--- src/rtl/midi_voice_alloc_pkg.sv ---
// Shared types and constants for the MIDI voice allocator.
// Event bundle, FSM encoding and MIDI field widths.
package midi_voice_alloc_pkg;

  localparam int NOTE_W = 7;
  localparam int VEL_W  = 7;
  localparam int CHAN_W = 4;
  localparam int EVT_W  = 4;

  typedef enum logic [1:0] {
    S_IDLE   = 2'd0,
    S_SEARCH = 2'd1,
    S_COMMIT = 2'd2
  } state_e;

  typedef struct packed {
    logic              on;
    logic [NOTE_W-1:0] note;
    logic [VEL_W-1:0]  vel;
    logic [CHAN_W-1:0] chan;
  } midi_evt_t;

  function automatic logic [7:0] sat_inc8(
    input logic [7:0] v
  );
    return (&v) ? v : v + 8'd1;
  endfunction

endpackage

--- src/rtl/voice_pick.sv ---
// Victim selection for note-on: lowest free voice first,
// otherwise the oldest active voice (lowest index on ties).
module voice_pick
  import midi_voice_alloc_pkg::*;
#(
  parameter int NUM_VOICES = 8,
  parameter int AGE_W      = 8
) (
  input  logic [NUM_VOICES-1:0]       active,
  input  logic [NUM_VOICES*AGE_W-1:0] ages,
  output logic [EVT_W-1:0]            idx,
  output logic                        steal
);

  logic             found;
  logic [EVT_W-1:0] free_idx;
  logic [EVT_W-1:0] old_idx;
  logic [AGE_W-1:0] old_age;

  always_comb begin
    found    = 1'b0;
    free_idx = '0;
    for (int i = 0; i < NUM_VOICES; i++) begin
      if (!active[i] && !found) begin
        found    = 1'b1;
        free_idx = EVT_W'(i);
      end
    end
  end

  // Strict greater-than keeps the lowest index on equal ages.
  always_comb begin
    old_idx = '0;
    old_age = ages[AGE_W-1:0];
    for (int i = 1; i < NUM_VOICES; i++) begin
      if (ages[i*AGE_W +: AGE_W] > old_age) begin
        old_age = ages[i*AGE_W +: AGE_W];
        old_idx = EVT_W'(i);
      end
    end
  end

  assign idx   = found ? free_idx : old_idx;
  assign steal = !found;

endmodule

--- src/rtl/midi_voice_alloc.sv ---
// Polyphonic MIDI voice allocator: one event per
// IDLE/SEARCH/COMMIT pass, one pending slot, all_off flush.
module midi_voice_alloc
  import midi_voice_alloc_pkg::*;
#(
  parameter int          NUM_VOICES = 8,
  parameter logic [15:0] CHAN_MASK  = 16'hFFFF,
  parameter int          AGE_W      = 8
) (
  input  logic                         clk96,
  input  logic                         rst_n,
  input  logic                         note_pressed,
  input  logic                         note_released,
  input  logic [NOTE_W-1:0]            note,
  input  logic [VEL_W-1:0]             velocity,
  input  logic [CHAN_W-1:0]            channel,
  input  logic                         all_off,
  output logic [NUM_VOICES-1:0]        voice_active,
  output logic [NOTE_W*NUM_VOICES-1:0] voice_note,
  output logic [VEL_W*NUM_VOICES-1:0]  voice_vel,
  output logic                         gate_on,
  output logic                         gate_off,
  output logic [EVT_W-1:0]             evt_voice,
  output logic                         busy,
  output logic                         steal,
  output logic [7:0]                   drop_cnt
);

  state_e          state_q, state_d;
  midi_evt_t       work_q, work_d;
  midi_evt_t       pend_q, pend_d;
  logic            pend_v_q, pend_v_d;
  logic [NUM_VOICES-1:0] active_q, active_d;
  logic [AGE_W-1:0]  age_q  [NUM_VOICES];
  logic [AGE_W-1:0]  age_d  [NUM_VOICES];
  logic [NOTE_W-1:0] note_q [NUM_VOICES];
  logic [NOTE_W-1:0] note_d [NUM_VOICES];
  logic [VEL_W-1:0]  vel_q  [NUM_VOICES];
  logic [VEL_W-1:0]  vel_d  [NUM_VOICES];
  logic [CHAN_W-1:0] chan_q [NUM_VOICES];
  logic [CHAN_W-1:0] chan_d [NUM_VOICES];
  logic            gate_on_q, gate_on_d;
  logic            gate_off_q, gate_off_d;
  logic            steal_q, steal_d;
  logic            busy_q, busy_d;
  logic [EVT_W-1:0] evt_q, evt_d;
  logic [7:0]      drop_q, drop_d;

  logic            accept;
  midi_evt_t       in_evt;
  logic [NUM_VOICES*AGE_W-1:0] ages_flat;
  logic [EVT_W-1:0] pick_idx;
  logic            pick_steal;
  logic            hit;
  logic [EVT_W-1:0] hit_idx;
  logic [EVT_W-1:0] tgt;

  // Velocity-0 note-on is a release; release wins a double strobe.
  assign accept = (note_pressed | note_released) & CHAN_MASK[channel];
  assign in_evt = {note_pressed & ~note_released & (|velocity),
                   note, velocity, channel};

  for (genvar g = 0; g < NUM_VOICES; g++) begin : g_pack
    assign ages_flat[g*AGE_W +: AGE_W]   = age_q[g];
    assign voice_note[g*NOTE_W +: NOTE_W] = note_q[g];
    assign voice_vel[g*VEL_W +: VEL_W]    = vel_q[g];
  end

  voice_pick #(
    .NUM_VOICES(NUM_VOICES),
    .AGE_W     (AGE_W)
  ) u_voice_pick (
    .active(active_q),
    .ages  (ages_flat),
    .idx   (pick_idx),
    .steal (pick_steal)
  );

  always_comb begin
    hit     = 1'b0;
    hit_idx = '0;
    for (int i = 0; i < NUM_VOICES; i++) begin
      if (!hit && active_q[i] &&
          note_q[i] == work_q.note &&
          chan_q[i] == work_q.chan) begin
        hit     = 1'b1;
        hit_idx = EVT_W'(i);
      end
    end
  end

  assign tgt = hit ? hit_idx : pick_idx;

  always_comb begin
    state_d    = state_q;
    work_d     = work_q;
    pend_d     = pend_q;
    pend_v_d   = pend_v_q;
    active_d   = active_q;
    age_d      = age_q;
    note_d     = note_q;
    vel_d      = vel_q;
    chan_d     = chan_q;
    gate_on_d  = 1'b0;
    gate_off_d = 1'b0;
    steal_d    = 1'b0;
    evt_d      = evt_q;
    drop_d     = drop_q;
    if (all_off) begin
      state_d    = S_IDLE;
      work_d     = '0;
      pend_v_d   = 1'b0;
      active_d   = '0;
      gate_off_d = 1'b1;
      evt_d      = '0;
      for (int i = 0; i < NUM_VOICES; i++) begin
        age_d[i] = '0;
      end
    end else begin
      if (accept && state_q != S_IDLE) begin
        if (pend_v_q) begin
          drop_d = sat_inc8(drop_q);
        end else begin
          pend_d   = in_evt;
          pend_v_d = 1'b1;
        end
      end
      unique case (state_q)
        S_IDLE: begin
          if (pend_v_q) begin
            work_d   = pend_q;
            state_d  = S_SEARCH;
            pend_d   = in_evt;
            pend_v_d = accept;
          end else if (accept) begin
            work_d  = in_evt;
            state_d = S_SEARCH;
          end
        end
        S_SEARCH: begin
          state_d = S_COMMIT;
          if (work_q.on) begin
            for (int i = 0; i < NUM_VOICES; i++) begin
              if (tgt == EVT_W'(i)) begin
                active_d[i] = 1'b1;
                age_d[i]    = '0;
                note_d[i]   = work_q.note;
                vel_d[i]    = work_q.vel;
                chan_d[i]   = work_q.chan;
              end else if (active_q[i] && !(&age_q[i])) begin
                age_d[i] = age_q[i] + 1'b1;
              end
            end
            gate_on_d = 1'b1;
            steal_d   = !hit && pick_steal;
            evt_d     = tgt;
          end else if (hit) begin
            for (int i = 0; i < NUM_VOICES; i++) begin
              if (hit_idx == EVT_W'(i)) active_d[i] = 1'b0;
            end
            gate_off_d = 1'b1;
            evt_d      = hit_idx;
          end
        end
        S_COMMIT: state_d = S_IDLE;
        default:  state_d = S_IDLE;
      endcase
    end
    busy_d = (state_d != S_IDLE);
  end

  always_ff @(posedge clk96 or negedge rst_n) begin
    if (!rst_n) begin
      state_q    <= S_IDLE;
      work_q     <= '0;
      pend_q     <= '0;
      pend_v_q   <= 1'b0;
      active_q   <= '0;
      gate_on_q  <= 1'b0;
      gate_off_q <= 1'b0;
      steal_q    <= 1'b0;
      busy_q     <= 1'b0;
      evt_q      <= '0;
      drop_q     <= '0;
      for (int i = 0; i < NUM_VOICES; i++) begin
        age_q[i]  <= '0;
        note_q[i] <= '0;
        vel_q[i]  <= '0;
        chan_q[i] <= '0;
      end
    end else begin
      state_q    <= state_d;
      work_q     <= work_d;
      pend_q     <= pend_d;
      pend_v_q   <= pend_v_d;
      active_q   <= active_d;
      gate_on_q  <= gate_on_d;
      gate_off_q <= gate_off_d;
      steal_q    <= steal_d;
      busy_q     <= busy_d;
      evt_q      <= evt_d;
      drop_q     <= drop_d;
      age_q      <= age_d;
      note_q     <= note_d;
      vel_q      <= vel_d;
      chan_q     <= chan_d;
    end
  end

  assign voice_active = active_q;
  assign gate_on      = gate_on_q;
  assign gate_off     = gate_off_q;
  assign steal        = steal_q;
  assign busy         = busy_q;
  assign evt_voice    = evt_q;
  assign drop_cnt     = drop_q;

endmodule

--- config.mk ---
export PLATFORM = sky130hd
export DESIGN_NAME = midi_voice_alloc
export DESIGN_NICKNAME = d
export VERILOG_FILES = /design/src/rtl/midi_voice_alloc_pkg.sv /design/src/rtl/voice_pick.sv /design/src/rtl/midi_voice_alloc.sv
export SDC_FILE = /design/constraint.sdc
export NUM_CORES = 1
export LEC_CHECK = 0
export CAP_MARGIN = 30
export CORE_AREA = 2 2 171 173
export CTS_BUF_LIST = sky130_fd_sc_hd__clkbuf_4 sky130_fd_sc_hd__clkbuf_8
export DETAILED_ROUTE_END_ITERATION = 8
export DIE_AREA = 0 0 173 175
export GPL_ROUTABILITY_DRIVEN = 1
export PLACE_DENSITY = 0.74
export SLEW_MARGIN = 0
export SYNTH_ARGS = -nofsm -noshare
export SYNTH_HDL_FRONTEND = slang
export SYNTH_SLANG_ARGS = --single-unit
--- constraint.sdc ---
create_clock -name clk96 -period 38.6 [get_ports clk96]
set_input_delay 9.65 -clock clk96 [delete_from_list [all_inputs] [get_ports clk96]]
set_output_delay 9.65 -clock clk96 [all_outputs]
set_load 0.02 [all_outputs]
==> impl.org <==
** Setup path
- Arrival time at the worst endpoint :: 16.57 ns
- STA puts the critical path data required time at 39.07 ns.
- Measured in cells, the most critical reg-to-reg path has a length of 69.
- Reg-to-reg startpoint :: age_q[57]
- In this run the critical register-to-register path is captured at age_q[34].
- The worst setup path is captured at a register.
- Critical path startpoint category :: register
- On the worst path, the slowest cell contributes a delay of 0.90 ns.
- Kind of critical path :: register to register
- The largest individual stage delay along the critical path comes from the cell a211oi_2.
- Flop-to-flop setup slack :: 22.50 ns
- Largest fanout on the critical path :: 18

** Power
- Registers are responsible for 34.6% of the overall power.
- Internal :: 0.626 mW
- The clock network burns 29.7% of the power.
- For this design the ratio of total power to cell area is 53.1 mW/mm^2.
- Logic gate share of total power :: 35.7%
- For this design the total switching power over the nets is 0.346 mW.
- Total power :: 0.972 mW
- Summed over all cells, the static leakage comes to 8.07 nW.
- Peak VDD IR :: 0.0379 mV
- Sw Ratio :: 35.6%

** Logic synthesis
- Mapped Area :: 0.0154 mm^2
- Synthesis instantiated 83 different standard cells from the library.
- The synthesized design contains 272 register bits.
- Sequential elements use 44.3% of the synthesized area.
- The largest total area in the synthesized netlist belongs to dfrtp_1.
- By count the netlist is led by dfrtp_1, mux2_2, nand2_1.
- Top cells by area in the synthesized netlist :: dfrtp_1, mux2_2, ha_1, xnor2_1, mux2_1
- dfrtp_1 is the most common cell in the netlist.
- Post-synthesis instance total :: 1,446
- Mean instance size in the synthesized netlist :: 10.6 um^2
- After synthesis, the largest area contributor takes up 44.3% of total cell area.
- Synth async-reset ratio :: 100%
- The Yosys step of the flow raised 0 warnings.
- Post-Synthesis Net Count :: 1,530
- The most used flip-flop cell after synthesis is dfrtp_1.
- The synthesized design contains 0 enable-type register cells.

** Clock tree
- The tree built by TritonCTS fans out to 272 sinks.
- Post-CTS Hold Fix Bufs :: 0
- Once the clock tree was built, the resizer swapped 0 gates to a different size.
- Count of buffers added by post-CTS timing repair for setup :: 0
- Counting along the longest clock path gives a buffer depth of 3.
- At the later pin of the worst-skew pair, clock insertion delay measures 0.60 ns.
- In this run the clock root is driven by a clkbuf_8.
- Buffers inserted during clock tree synthesis total 47.
- CTS tree :: built
- Post-CTS clock slew at the launch and capture registers of the worst setup and hold paths :: 0.06 ns
- H-tree depth :: 2

** Die
- I/O pin count :: 159
- The core region is 0.0284 mm^2.
- Once the floorplan was initialized, standard cells occupied 54.2% of the core.
- Die width :: 173 um
- The floorplan step defined a die boundary enclosing 0.0303 mm^2.
- Die Y-Extent :: 175 um
- After floorplanning, the core was divided into 62 placement rows.

** Status
- The flow ran to the end, and the final reports show no timing, DRC or antenna violations.

** Finish
- The multi-input combinational cells in the finished layout cover a total of 0.00803 mm^2.
- For this run, the share of the core covered by cells in the final layout is 64.5%.
- Number of fillers in the final layout :: 2,275
- From synthesis to final layout, the design area changed by 19.0%.
- Share of layout cells above drive strength 1 :: 16.6%
- Number of antenna cells inserted :: 0
- Summing all flip-flop and latch instances after layout gives 0.00681 mm^2.
- After routing the design area is 0.0183 mm^2.
- In the final design database the tool counted 1,681 nets.
- Number of non-filler instances in the completed layout :: 2,016

** Global routing
- The via count of the first global-routing pass came to 12,000.
- Routing usage on met1 :: 36.2%
- Number of antenna violations at the first check in global routing :: 0
- The layer flagged by global routing as most heavily used is met2.
- For this run the aggregate overflow at the end of global routing stands at 0.
- In the global route stage, overall resource usage came out at 26.5%.
- For met3 alone, demand over resource in global routing was 4.13%.
- M2 GR Usage :: 43.6%
- Largest net degree at the start of global routing :: 120
- Global-route wire length before repair :: 64,600 um

** Hold path
- Worst Hold Path Cells :: 1
- Class of the most critical hold timing path :: register to register
- For hold timing, the worst endpoint is voice_vel[27].
- The worst hold path begins at voice_vel[27].

** Timing
- Post-layout minimum cycle time :: 16.10 ns
- Max-Slew Margin vs Limit :: 27.6%
- Hold WS :: 0.494 ns
- Final-report max-slew violation count :: 0
- Setup violations remaining at the end of the flow were counted as 0.
- Post-Route Setup TNS :: 0 ns
- Post-Route Skew :: 0.0329 ns
- RSZ-0062 raised after global routing :: no
- In the finished design, the share of the clock period the worst path needs comes to 41.7%.
- Slew at the pin closest to its max-slew limit :: 1.08 ns
- The number of hold violations in the final report is 0.
- For this run, the top clock speed supported by timing is 62.1 MHz.
- Post-route setup slack :: 22.50 ns

** Place
- The congestion estimate from routability-driven global placement came to 0.877.
- Number of I/O port buffers :: 157
- OpenSTA, run right after detailed placement, puts the worst setup slack at 22.85 ns.
- Total placed instance area :: 0.0172 mm^2
- The number of placed instances, taps included, is 1,931.
- Once detailed placement completed, the half-perimeter wirelength came to 27,800 um.

** Routing
- Total number of vias :: 11,900
- Detailed-route wire length :: 40,000 um
- Detailed-route vias per instance :: 5.89
- Residual DRC count :: 0
- Iteration-0 DRC count of the detailed router :: 736
- Mean routed wirelength per cell :: 19.8 um
- Detail Route Antenna Nets :: 0
- First-pass iteration count of the detailed router :: 5

** Job
- Total of max-cap violations :: 0
logic make-up (layout without fill, tap and decap cells):
group | count (synthesis) | count (layout) | share of synthesized area, %
and+or+nand+nor | 406 | 406 | 14.1
DFF | 272 | 272 | 44.3
AOI/OAI and AO/OA | 271 | 271 | 12.1
muxes | 208 | 208 | 15.3
buffers and inverters | 128 | 314 | 3.65
xor gates and xnor gates | 97 | 97 | 5.52
adders and majority gates | 63 | 63 | 5.09
other | 1 | 1 | 0.0244
how the worst max path moves through the flow:
stage / cells after the start / slack (ns) / start / endpoint
6_report: 69 / 22.50 / age_q[57] / age_q[34]
5_1_grt: 71 / 21.26 / age_q[57] / voice_vel[16]
4_1_cts: 71 / 22.76 / age_q[57] / age_q[34]
3_5_place_dp: 71 / 22.85 / age_q[57] / age_q[37]
3_3_place_gp: 71 / 23.34 / age_q[57] / age_q[36]
2_1_floorplan: 79 / 24.30 / age_q[49] / chan_q[23]
state kept, by name, indices dropped and copies added (netlist names), 2 cells and up:
signal,count
drop_cnt,8
age_q,64
chan_q,32
voice_note,56
evt_voice,3
voice_active,8
work_q,19
voice_vel,56
state_q,2
pend_q,19
area by class of cell:
class	instances	share of cell area, %
clock buffers	77	5.14
clock inverters	7	0.560
inverters	56	1.15
multi-input cells	1046	43.8
flip-flops and latches	272	37.2
well taps	384	2.62
repair buffers	174	9.50
critical path, delay by kind of cell (launching register included):
family	cells	cell delay [ns]
AND/OR/NAND/NOR	18	3.00
buffers and inverters	4	0.30
multiplexers	5	1.68
flip-flops	1	0.44
adder cells (fa/ha/maj)	7	2.01
AO/OA/AOI/OAI	35	8.54
metal layers:
layer  up-vias  wire [um]
li1       5567          -
met1      5938      18000
met2       299      18900
met3        66       1940
met4         0       1130
met5         -          0
power by group through the flow:
stage	logic, mW	clock network [mW]	registers [mW]
2_1_floorplan	0.265	0	0.337
3_3_place_gp	0.335	0	0.340
3_5_place_dp	0.344	0	0.341
4_1_cts	0.347	0.293	0.337
5_1_grt	0.388	0.306	0.340
6_report	0.347	0.289	0.337
placed cells by master, fill, tap and decap left out, types with 7 or more instances in the layout:
master	instances
a21oi_1	45
nand3_1	55
nor2b_1	8
o21ai_1	7
mux2_1	50
nor3_1	28
a211oi_1	22
ha_1	61
xor2_1	14
a31o_2	11
a41oi_1	8
mux2i_1	32
buf_4	15
o21ai_0	65
clkbuf_8	58
a21boi_0	7
a21o_1	13
mux2_4	9
nor4_1	8
and3_1	16
clkdlybuf4s50_1	155
dfrtp_1	272
o311ai_0	11
xnor2_1	83
inv_1	55
a31oi_1	7
clkbuf_4	19
mux2_2	115
nand2_1	98
or3_1	16
nand4_1	34
nand2b_1	19
nor2_1	80
o31ai_1	22
(Power assumes the default switching activity.)
